===== config.mk =====
export PLATFORM = sky130hd
export DESIGN_NAME = led_seq_ctrl
export DESIGN_NICKNAME = d
export VERILOG_FILES = /design/src/rtl/led_seq_ctrl.sv
export SDC_FILE = /design/constraint.sdc
export NUM_CORES = 1
export LEC_CHECK = 0
export BUFFER_PORTS_ARGS = -buffer_cell sky130_fd_sc_hd__buf_2
export CAP_MARGIN = 20
export CORE_ASPECT_RATIO = 1.4
export CORE_MARGIN = 3
export CORE_UTILIZATION = 65
export CTS_CLUSTER_DIAMETER = 50
export DETAILED_ROUTE_END_ITERATION = 6
export PLACE_DENSITY = 0.83
export SETUP_SLACK_MARGIN = 0.5
export SYNTH_ARGS = -nofsm -noshare
export SYNTH_HDL_FRONTEND = slang
export SYNTH_SLANG_ARGS = --single-unit

===== constraint.sdc =====
create_clock -name clk -period 6.8 [get_ports clk]
set_clock_uncertainty 0.05 [all_clocks]
set_input_delay 0 -clock clk [delete_from_list [all_inputs] [get_ports clk]]
set_output_delay 0 -clock clk [all_outputs]
set_load 0.05 [all_outputs]

===== src/rtl/led_seq_ctrl.sv =====
// LED pattern sequencer: plays a programmable table of (pattern, duration) steps.
// Optional LED_SEQ_PWM_EN adds a 4-bit brightness input and a PWM gate on the LEDs.
module led_seq_ctrl #(
    parameter int unsigned NUM_LEDS = 4,
    parameter int unsigned STEPS    = 8,
    parameter int unsigned DUR_W    = 8,
    parameter int unsigned TICK_DIV = 50000
) (
    input  logic                         clk,
    input  logic                         rst,
    input  logic                         cfg_we,
    input  logic [$clog2(STEPS)-1:0]     cfg_addr,
    input  logic [NUM_LEDS-1:0]          cfg_pattern,
    input  logic [DUR_W-1:0]             cfg_dur,
`ifdef LED_SEQ_PWM_EN
    input  logic [3:0]                   cfg_bright,
`endif
    input  logic                         start,
    input  logic                         stop,
    input  logic                         loop,
    output logic                         busy,
    output logic                         done,
    output logic [$clog2(STEPS)-1:0]     step_idx,
    output logic [NUM_LEDS-1:0]          led
);

    localparam int unsigned AW = $clog2(STEPS);
    localparam int unsigned PW = $clog2(TICK_DIV);
    localparam logic [PW-1:0] PRESC_MAX = PW'(TICK_DIV - 1);
    localparam logic [AW-1:0] LAST_STEP = AW'(STEPS - 1);

    typedef enum logic {
        S_IDLE = 1'b0,
        S_RUN  = 1'b1
    } state_t;

    state_t                r_state;
    logic [NUM_LEDS-1:0]   r_pat_tab [STEPS];
    logic [DUR_W-1:0]      r_dur_tab [STEPS];
    logic [NUM_LEDS-1:0]   r_led;
    logic [DUR_W-1:0]      r_dur_lat;
    logic [PW-1:0]         r_presc;
    logic [DUR_W-1:0]      r_tick;
    logic [AW-1:0]         r_step;
    logic                  r_done;

    logic [AW-1:0]         w_next;
    logic [DUR_W-1:0]      w_tick_nxt;
    logic                  w_tick;
    logic                  w_step_end;
    logic                  w_last;
    logic                  w_can_loop;

    assign w_next     = r_step + AW'(1);
    assign w_tick_nxt = r_tick + DUR_W'(1);
    assign w_tick     = (r_presc == PRESC_MAX);
    assign w_step_end = w_tick && (w_tick_nxt == r_dur_lat);
    assign w_last     = (r_step == LAST_STEP) || (r_dur_tab[w_next] == '0);
    assign w_can_loop = loop && (r_dur_tab[0] != '0);

    // Pattern/duration table; reads elsewhere see the pre-write contents.
    always_ff @(posedge clk) begin
        if (rst) begin
            for (int i = 0; i < int'(STEPS); i++) begin
                r_pat_tab[i] <= '0;
                r_dur_tab[i] <= '0;
            end
        end else if (cfg_we) begin
            r_pat_tab[cfg_addr] <= cfg_pattern;
            r_dur_tab[cfg_addr] <= cfg_dur;
        end
    end

    // Sequencer FSM; stop outranks start and step end.
    always_ff @(posedge clk) begin
        if (rst) begin
            r_state   <= S_IDLE;
            r_led     <= '0;
            r_dur_lat <= '0;
            r_presc   <= '0;
            r_tick    <= '0;
            r_step    <= '0;
            r_done    <= 1'b0;
        end else begin
            r_done <= 1'b0;
            case (r_state)
                S_IDLE: begin
                    if (start && !stop) begin
                        if (r_dur_tab[0] != '0) begin
                            r_state   <= S_RUN;
                            r_step    <= '0;
                            r_led     <= r_pat_tab[0];
                            r_dur_lat <= r_dur_tab[0];
                            r_presc   <= '0;
                            r_tick    <= '0;
                        end else begin
                            r_done <= 1'b1;
                        end
                    end
                end
                S_RUN: begin
                    if (stop) begin
                        r_state <= S_IDLE;
                        r_led   <= '0;
                        r_step  <= '0;
                    end else if (w_step_end) begin
                        r_presc <= '0;
                        r_tick  <= '0;
                        if (!w_last) begin
                            r_step    <= w_next;
                            r_led     <= r_pat_tab[w_next];
                            r_dur_lat <= r_dur_tab[w_next];
                        end else if (w_can_loop) begin
                            r_step    <= '0;
                            r_led     <= r_pat_tab[0];
                            r_dur_lat <= r_dur_tab[0];
                        end else begin
                            r_state <= S_IDLE;
                            r_led   <= '0;
                            r_step  <= '0;
                            r_done  <= 1'b1;
                        end
                    end else if (w_tick) begin
                        r_presc <= '0;
                        r_tick  <= w_tick_nxt;
                    end else begin
                        r_presc <= r_presc + PW'(1);
                    end
                end
                default: begin
                    r_state <= S_IDLE;
                end
            endcase
        end
    end

    assign busy     = (r_state == S_RUN);
    assign done     = r_done;
    assign step_idx = r_step;

`ifdef LED_SEQ_PWM_EN
    logic [3:0] r_pwm;

    always_ff @(posedge clk) begin
        if (rst) begin
            r_pwm <= '0;
        end else begin
            r_pwm <= r_pwm + 4'(1);
        end
    end

    assign led = r_led & {NUM_LEDS{r_pwm < cfg_bright}};
`else
    assign led = r_led;
`endif

endmodule


==> results of run 1 <==
critical path, cell delays in order, from the launching register on:
cell and delay, ps:
dfxtp_2 350, ha_1 210, ha_1 520, buf_16 240
nor3b_1 310, o211ai_1 160, and4_1 250, o41a_1 430
or3_1 400, a21boi_0 180, dlygate4sd3_1 570
sequential cells by signal, indices dropped and copies added (netlist names):
| register | count |
|---|---|
| r_dur_tab | 64 |
| r_tick | 8 |
| led | 4 |
| r_presc | 16 |
| busy | 1 |
| r_pat_tab | 32 |
| done | 1 |
| step_idx | 3 |
| r_dur_lat | 8 |
per-layer routing:
| layer | share of wire [%] | routed length (um) | GRT usage, % | vias to the layer above |
|---|---|---|---|---|
| met5 | 0 | 0 | 0 | - |
| met4 | 2.7 | 447 | 10.8 | 0 |
| met3 | 6.1 | 984 | 6.26 | 50 |
| met2 | 54 | 8850 | 51.2 | 232 |
| met1 | 37 | 5980 | 32.0 | 2489 |
| li1 | - | - | - | 2331 |
cell usage in the layout, fill, tap and decap left out, types with 17 or more instances in the layout:
master and instances:
a21oi_1 22, and2_1 97, buf_2 29, clkbuf_16 17, dfxtp_1 40, edfxtp_1 96, mux4_2 26, nand2_1 24
nor2_1 37, o21ai_0 32
area by class of cell:
class                           count  area share (%)
Timing Repair Buffer               56            5.20
Tap cell                          138            2.14
Multi-Input combinational cell    424            38.6
Sequential cell                   137            45.8
Clock inverter                     14            2.45
Inverter                           11           0.511
Clock buffer                       17            5.26
path summary, 6_finish.rpt:
check | endpoint | slack, ps | depth (start not counted)
min | busy | 30 | 5
max reg2reg | done | 3050 | 10
min reg2reg | r_dur_lat[0] | 430 | 2
max | done | 3050 | 10
cells by family after synthesis:
| kind of cell | share of synthesized area, % |
|---|---|
| and+or+nand+nor | 21.3 |
| DFF | 52.7 |
| AOI/OAI and AO/OA | 9.91 |
| buffers and inverters | 2.80 |
| muxes | 10.3 |
| xor gates and xnor gates | 2.24 |
| adders and majority gates | 0.713 |
metrics by stage:
step	power [mW]	hold WS (ps)	instance area [um^2]	utilization [%]	setup slack [ps]
floorplan	1.06	137	7020	-	3610
global placement	1.11	276	7250	69.4	2580
detailed placement	1.12	288	7280	69.6	2680
CTS	2.09	12.5	8070	77.1	2470
global route	2.14	69.2	8090	77.3	2920
finish	2.09	28.2	8090	77.3	3050
where the power goes:
group | total, mW | switching [mW] | internal [mW]
combinational | 0.148 | 0.0879 | 0.0605
sequential | 0.966 | 0.0288 | 0.937
clock | 0.974 | 0.361 | 0.614
==> impl_metrics.toml, run 1 <==
[synthesis]
yosysTopAreaCell = "edfxtp_1"
yosysMostFrequentCell = "and2_1"
synth_common_cells = "97 x and2_1, 96 x edfxtp_1, 41 x dfxtp_1"
synth_edf_count = 96
ys_seq_area_share_pct = 52.7
yosysWarnings = 0
synth_area_leaders = "edfxtp_1 41%, dfxtp_1 12%, and2_1 8.6%, mux4_2 8.3%, o21ai_0 2.3%"
avgSynthCellArea_um2 = 11.6
synth_top_cell_area_share_pct = 41.0
synthArstFlopShare_pct = 0
syn_inst = 604
ys.flop_type = "edfxtp_1"
ys_ff_latch = 137
syn-cell-area_um2 = 7020
synth.distinct_cells = 56
synth.net_count = 629

[floorplanning]
coreArea_um2 = 10500
io_pins = 30
dieArea_um2 = 12100
die_x_um = 93.9
die_h_um = 129
rows = 44
initial_core_util_pct = 67.1

[global_routing]
antenna_found_initial = 0
grt_pass1_vias = 5102
grt-ovfl-total = 0
grt_max_degree = 36
grt_usage_pct = 28.2
grt_pass1_wl_um = 25800

[cts]
path_clk_slew_ps = 60
cts_buffers = 17
cts_tree = "yes"
cts_sinks = 137
post_cts_buffers = 0
cts_root_buf = "clkbuf_16"
cts-hold-fix-buffers = 16
clock_path_buffers = 2
cts_resized = 0
cts_htree_levels = 4
clk_latency_ps = 420

[worst_setup_path]
crit_required_ps = 7110
cp.arrival_ps = 4060
r2r_start = "step_idx[0]"
crit_path_start_kind = "register"
critical_path.max_fanout = 33
worst-setup-path-type = "register to register"
crit_start = "step_idx[0]"
endpoint_kind = "register"

[timing]
slew_violations = 0
worst_slew_pin_slew_ps = 951
hold_violations = 0
fin_setup_tns_ps = 0
rsz0062_at_grt = "false"
fmax_mhz = 266
finalCritPeriodShare_pct = 55.2
layout_min_cycle_time_ps = 3750
setup_viol = 0
slew_headroom_pct = 36.6

[finish]
area_delta_synth_final_pct = 15.1
num-fill-cells = 611
stdcell_count = 797
multiInputGateArea_um2 = 3120
nets = 672
layout-drive-gt1-share_pct = 16.4
ff_latch_area_um2 = 3700
antenna_cells = 0

[routing]
drt_iter0_drc = 502
via_per_inst = 6.40
drc = 0
vias = 5102
route.antenna.remaining_nets = 0
drt-total-wl_um = 16300
wl_per_cell_um = 20.4
firstDrtPassIters = 7

[hold_path]
hp-class = "input port to register"
holdCritStartpoint = "loop"

[placement]
hpwl_um = 10700
place_inst = 749
globalplace.congestion = 0.917
port_buffers = 29

[pwr]
cellLeakagePower_nw = 2.94
ir_drop_mv = 0.219
power_density_nw_per_um2 = 258

[run_status]
outcome = "finished clean"

[flow_run]
cap_violations = 0
Note: power is estimated with default switching activity, not from simulation.
==> run 2, diff against run 1 <==
- CORE_UTILIZATION: 65 -> 62
- PLACE_DENSITY: 0.83 -> 0.8
- clock period: 6.8 -> 3.93 ns (I/O delays scaled with it)
==> run 2 against run 1 <==
Against the previous run:
- sequential share of layout area increased by 0.14 points
- combinational power rose by 73%
- die area increased by 4.6%
- routed wire length down 2.4%
- power up 67%
- first-iteration DRC count shrank 12%
- worst hold slack worse by 1.5 ps
- core utilization shrank 3.9 points
- global-route usage fell by 1.3 points
- flip-flop and latch count did not move
- critical path depth fell by 2
- via count is 1.2% lower
==> impl_metrics.toml, run 2 (synthesis results as in run 1) <==
[run_status]
outcome = "finished clean"

[finish]
area_delta_synth_final_pct = 14.8
top_regs = "r_dur_tab x64, r_pat_tab x32, r_presc x16"
post-route-util_pct = 73.4
layout-drive-gt1-share_pct = 17.3
largest_register = "r_dur_tab"
layout_commonest_cell = "and2_1"
nets = 676
mostFrequentLayoutCells = "97 x and2_1, 96 x edfxtp_1, 40 x dfxtp_1"
largest_reg_flops = 64
antenna_cells = 0

[floorplanning]
dieArea_um2 = 12700
rows = 45
initial_core_util_pct = 64.0
die_x_um = 96.0
coreArea_um2 = 11000
die_h_um = 132
io_pins = 30

[timing]
worst_slew_pin_slew_ps = 917
fin_setup_tns_ps = 0
slew_violations = 0
layout_min_cycle_time_ps = 3250
finalCritPeriodShare_pct = 82.6
setup_viol = 0
slew_headroom_pct = 38.2
rsz0062_at_grt = "false"
hold_violations = 0
fmax_mhz = 308

[global_routing]
grt_pass1_wl_um = 25900
gr-max-usage-layer = "met2"
use_met3_pct = 5.77
grt_usage_pct = 26.9
grt-ovfl-total = 0
met2_usage_pct = 47.1
grt_pass1_vias = 5169
grt_max_degree = 35
met1_usage_pct = 31.1
antenna_found_initial = 0

[worst_setup_path]
crit_path_start_kind = "register"
endpoint_kind = "register"
reg2reg_depth = 8
critical_path.max_fanout = 15
worst-setup-path-type = "register to register"
crit_required_ps = 4180
cp.arrival_ps = 3500

[pwr]
power_switching_mw = 0.819
cellLeakagePower_nw = 2.92
p_int_mw = 2.67
clock_power_share_pct = 44.8
swShare_pct = 23.5
comb_power_share_pct = 7.4
ir_drop_mv = 0.398
pwr-share-seq_pct = 47.9
power_density_nw_per_um2 = 433

[placement]
port_buffers = 29
hpwl_um = 11000
globalplace.congestion = 0.931

[cts]
path_clk_slew_ps = 60
clock_path_buffers = 2
cts_htree_levels = 4
cts_root_buf = "clkbuf_16"
clk_latency_ps = 410
post_cts_buffers = 0
cts_sinks = 137
cts_buffers = 17
cts_tree = "yes"

[flow_run]
cap_violations = 0

[routing]
firstDrtPassIters = 5
vias = 5041
drt_iter0_drc = 442
drt-total-wl_um = 15900
wl_per_cell_um = 19.7
drc = 0
route.antenna.remaining_nets = 0
via_per_inst = 6.26

[hold_path]
whs_path_depth = 5
hp-class = "input port to register"
-- run 2: changes by cell type in the layout (fill, tap and decap cells not counted), moves of 2 or more --
cell,previous run,this run
ha_1,4,2
buf_4,9,16
clkbuf_1,0,2
bufinv_16,4,2
-- run 2: through the flow --
step           hold slack, ps  setup WS [ps]  instances  power, mW  area (um^2)
2_1_floorplan             137            739        604       1.84         7020
6_report                 26.6            682        805       3.49         8060
3_3_place_gp              300            620        758       1.92         7310
4_1_cts                  1.09            528        805       3.49         8050
3_5_place_dp              319            363        758       1.93         7310
5_1_grt                  24.3            531        805       3.59         8060
-- run 2: final cells by class --
| type | count | area, um^2 |
|---|---|---|
| clock buffers | 19 | 433 |
| clock inverters | 13 | 146 |
| fillers | 736 | 2920 |
| inverters | 11 | 41.3 |
| multi-input cells | 424 | 3140 |
| flip-flops and latches | 137 | 3700 |
| well taps | 141 | 176 |
| repair buffers | 60 | 415 |
-- run 2: power groups by stage --
| stage | Sequential (mW) | Combinational, mW | Clock, mW |
|---|---|---|---|
| 6_report | 1.67 | 0.256 | 1.56 |
| 2_1_floorplan | 1.69 | 0.151 | 0 |
| 4_1_cts | 1.67 | 0.254 | 1.57 |
| 3_5_place_dp | 1.70 | 0.239 | 0 |
| 3_3_place_gp | 1.69 | 0.231 | 0 |
| 5_1_grt | 1.68 | 0.279 | 1.64 |
-- run 2: worst paths after layout --
| path | from | end | slack (ps) |
|---|---|---|---|
| worst min register to register | r_dur_lat[0] | r_dur_lat[0] | 430 |
| worst min-delay path | loop | done | 30 |
| worst max-delay path | step_idx[1] | r_dur_lat[6] | 680 |
| worst max register to register | step_idx[1] | r_dur_lat[6] | 680 |
-- run 2: layer usage --
| layer | wire length, um | vias up |
|---|---|---|
| met5 | 0 | - |
| met4 | 349 | 0 |
| met3 | 794 | 32 |
| met2 | 8680 | 167 |
| met1 | 6040 | 2493 |
| li1 | - | 2349 |
-- run 2: critical path: stages, from the launching register on --
cell	delay [ps]
dfxtp_1	330
ha_2	560
buf_4	300
mux4_2	530
a211oi_1	370
o41a_1	260
and4_1	380
nor2_4	110
o211a_1	240
-- run 2: timing repair --
| item | in CTS | in global routing |
|---|---|---|
| hold buffers | 15 | 0 |
| hold endpoints to repair | 103 | 0 |
| setup endpoints to repair | 12 | 12 |
| cloned | 0 | 0 |
| resized for setup | 2 | 2 |
==> run 3, diff against run 2 <==
- CORE_UTILIZATION: 62 -> 56
- PLACE_DENSITY: 0.8 -> 0.76
- clock period: 3.93 -> 2.7 ns (I/O delays scaled with it)
==> run 3 against run 2 <==
Against the previous run:
- the flow now finishes with violations (setup timing)
- worst hold slack improved by 13 ps
- critical endpoint is now led[2]
- flip-flop and latch count did not move
- critical path type unchanged
- clock power is 44% higher
==> impl_metrics.toml, run 3 (synthesis results as in run 1) <==
[routing]
route.antenna.remaining_nets = 0
firstDrtPassIters = 4
via_per_inst = 6.07
vias = 5224
wl_per_cell_um = 19.8
drt-total-wl_um = 17100
drt_iter0_drc = 447
drc = 0

[floorplanning]
rows = 47
dieArea_um2 = 13900
io_pins = 30
initial_core_util_pct = 58.3
die_h_um = 139
die_x_um = 101
coreArea_um2 = 12100

[pwr]
comb_power_share_pct = 8.5
cellLeakagePower_nw = 3.29
ir_drop_mv = 0.393
power_switching_mw = 1.19
p_int_mw = 3.92
pwr-share-seq_pct = 47.5
clock_power_share_pct = 44.1
power_density_nw_per_um2 = 579
swShare_pct = 23.3

[placement]
globalplace.congestion = 0.905
hpwl_um = 11400
pre_cts_ws_ps = -224
post_dp_cell_area_um2 = 7600
port_buffers = 29

[cts]
cts_buffers = 17
cts_sinks = 137
cts_htree_levels = 4
path_clk_slew_ps = 60
clock_path_buffers = 2
cts_root_buf = "clkbuf_16"
clk_latency_ps = 420
cts_tree = "yes"

[global_routing]
grt_usage_pct = 25.5
grt_pass1_vias = 5454
grt_pass1_wl_um = 27500
grt_max_degree = 35
grt-ovfl-total = 0
antenna_found_initial = 0

[worst_setup_path]
cp_slowest_cell = "o41a_1"
slowest_delay_ps = 460
r2r_start = "step_idx[1]"
critPathBufInv = 3
reg2reg_depth = 12
crit_family = "compound AO/OA/AOI/OAI gates"
endpoint_kind = "register"
crit_required_ps = 2990
cp.arrival_ps = 3100
path_cells = "ha_4 > ha_4 > buf_12 > nor3_2 > o211ai_1 > and4_4 > o41a_1 > buf_6 > o31ai_4 > buf_6 > a22oi_2 > a21oi_1"
reg2reg_to = "led[2]"
crit_start = "step_idx[1]"
r2r_setup_slack_ps = -110
crit_path_start_kind = "register"
critical_path.max_fanout = 10
worst-setup-path-type = "register to register"

[timing]
setup_viol = 12
hold-worst-slack_ps = 39.2
finalCritPeriodShare_pct = 104
slew_headroom_pct = 40.3
layout_min_cycle_time_ps = 2810
hold_violations = 0
fin_ws_ps = -107
fmax_mhz = 356
rsz0062_at_grt = "true"
slew_violations = 0
worst_slew_pin_slew_ps = 893

[finish]
nets = 726
design_area_um2 = 8840
antenna_cells = 0
largest_reg_flops = 64
top_regs = "r_dur_tab x64, r_pat_tab x32, r_presc x16"
layout_commonest_cell = "and2_1"
layout-drive-gt1-share_pct = 31.1
num-fill-cells = 785
ff_latch_area_um2 = 3720
largest_register = "r_dur_tab"
area_delta_synth_final_pct = 25.9
mostFrequentLayoutCells = "97 x and2_1, 96 x edfxtp_1, 54 x buf_4"
multiInputGateArea_um2 = 3480

[run_status]
outcome = "finished, violations left"
violations = "setup timing"

[hold_path]
hp-class = "input port to register"
whs_path_depth = 5
holdPathEnd = "done"
holdCritStartpoint = "loop"

[flow_run]
cap_violations = 0
==> run 3: how the worst max path moves through the flow <==
stage / to / slack [ps] / cells after the start
2_1_floorplan: r_dur_lat[1] / 10 / 11
3_3_place_gp: led[3] / -140 / 11
3_5_place_dp: led[2] / -220 / 11
4_1_cts: led[2] / -40 / 11
5_1_grt: led[2] / -180 / 12
6_report: led[2] / -110 / 12
==> run 3: worst min-delay path, cell delays in order <==
cell and delay [ps]:
buf_2 90, nand2_1 100, inv_1 100, or3_4 130
a21boi_2 40
==> run 3: what timing repair did <==
| action | in CTS | in global routing |
|---|---|---|
| resized for setup | 42 | 32 |
| cloned | 1 | 0 |
| endpoints found under the hold margin | 102 | 0 |
| hold buffers | 15 | 0 |
| endpoints found under the setup margin | 27 | 34 |
| buffers inserted | 17 | 8 |
| pin swaps | 26 | 21 |
==> run 3: final cells by class <==
| cell class | instances | share of cell area [%] |
|---|---|---|
| clock buffers | 23 | 5.55 |
| inverters | 11 | 0.467 |
| flip-flops and latches | 137 | 42.1 |
| multi-input cells | 425 | 39.4 |
| repair buffers | 109 | 9.42 |
| well taps | 147 | 2.08 |
| clock inverters | 9 | 1.00 |
==> run 3: stage by stage <==
step | power [mW] | setup TNS [ps] | utilization [%] | cells
after floorplan | 2.69 | 0 | - | 604
after global placement | 2.82 | -920 | 63.1 | 788
after detailed placement | 2.84 | -1830 | 63.1 | 788
after CTS | 5.11 | -105 | 71.7 | 853
after global routing | 5.28 | -1800 | 73.4 | 861
final | 5.12 | -627 | 73.4 | 861
==> run 3: routing by layer <==
layer  wire (um)  track usage [%]
met2        9280             44.7
met5           0                0
met4         465             10.0
met1        6580             29.9
met3         760             5.65
==> run 3: power groups by stage <==
stage	logic [mW]	registers [mW]	clock network (mW)
global placement	0.359	2.46	0
CTS	0.413	2.42	2.27
global route	0.471	2.44	2.37
detailed placement	0.371	2.47	0
floorplan	0.223	2.46	0
finish	0.434	2.43	2.25
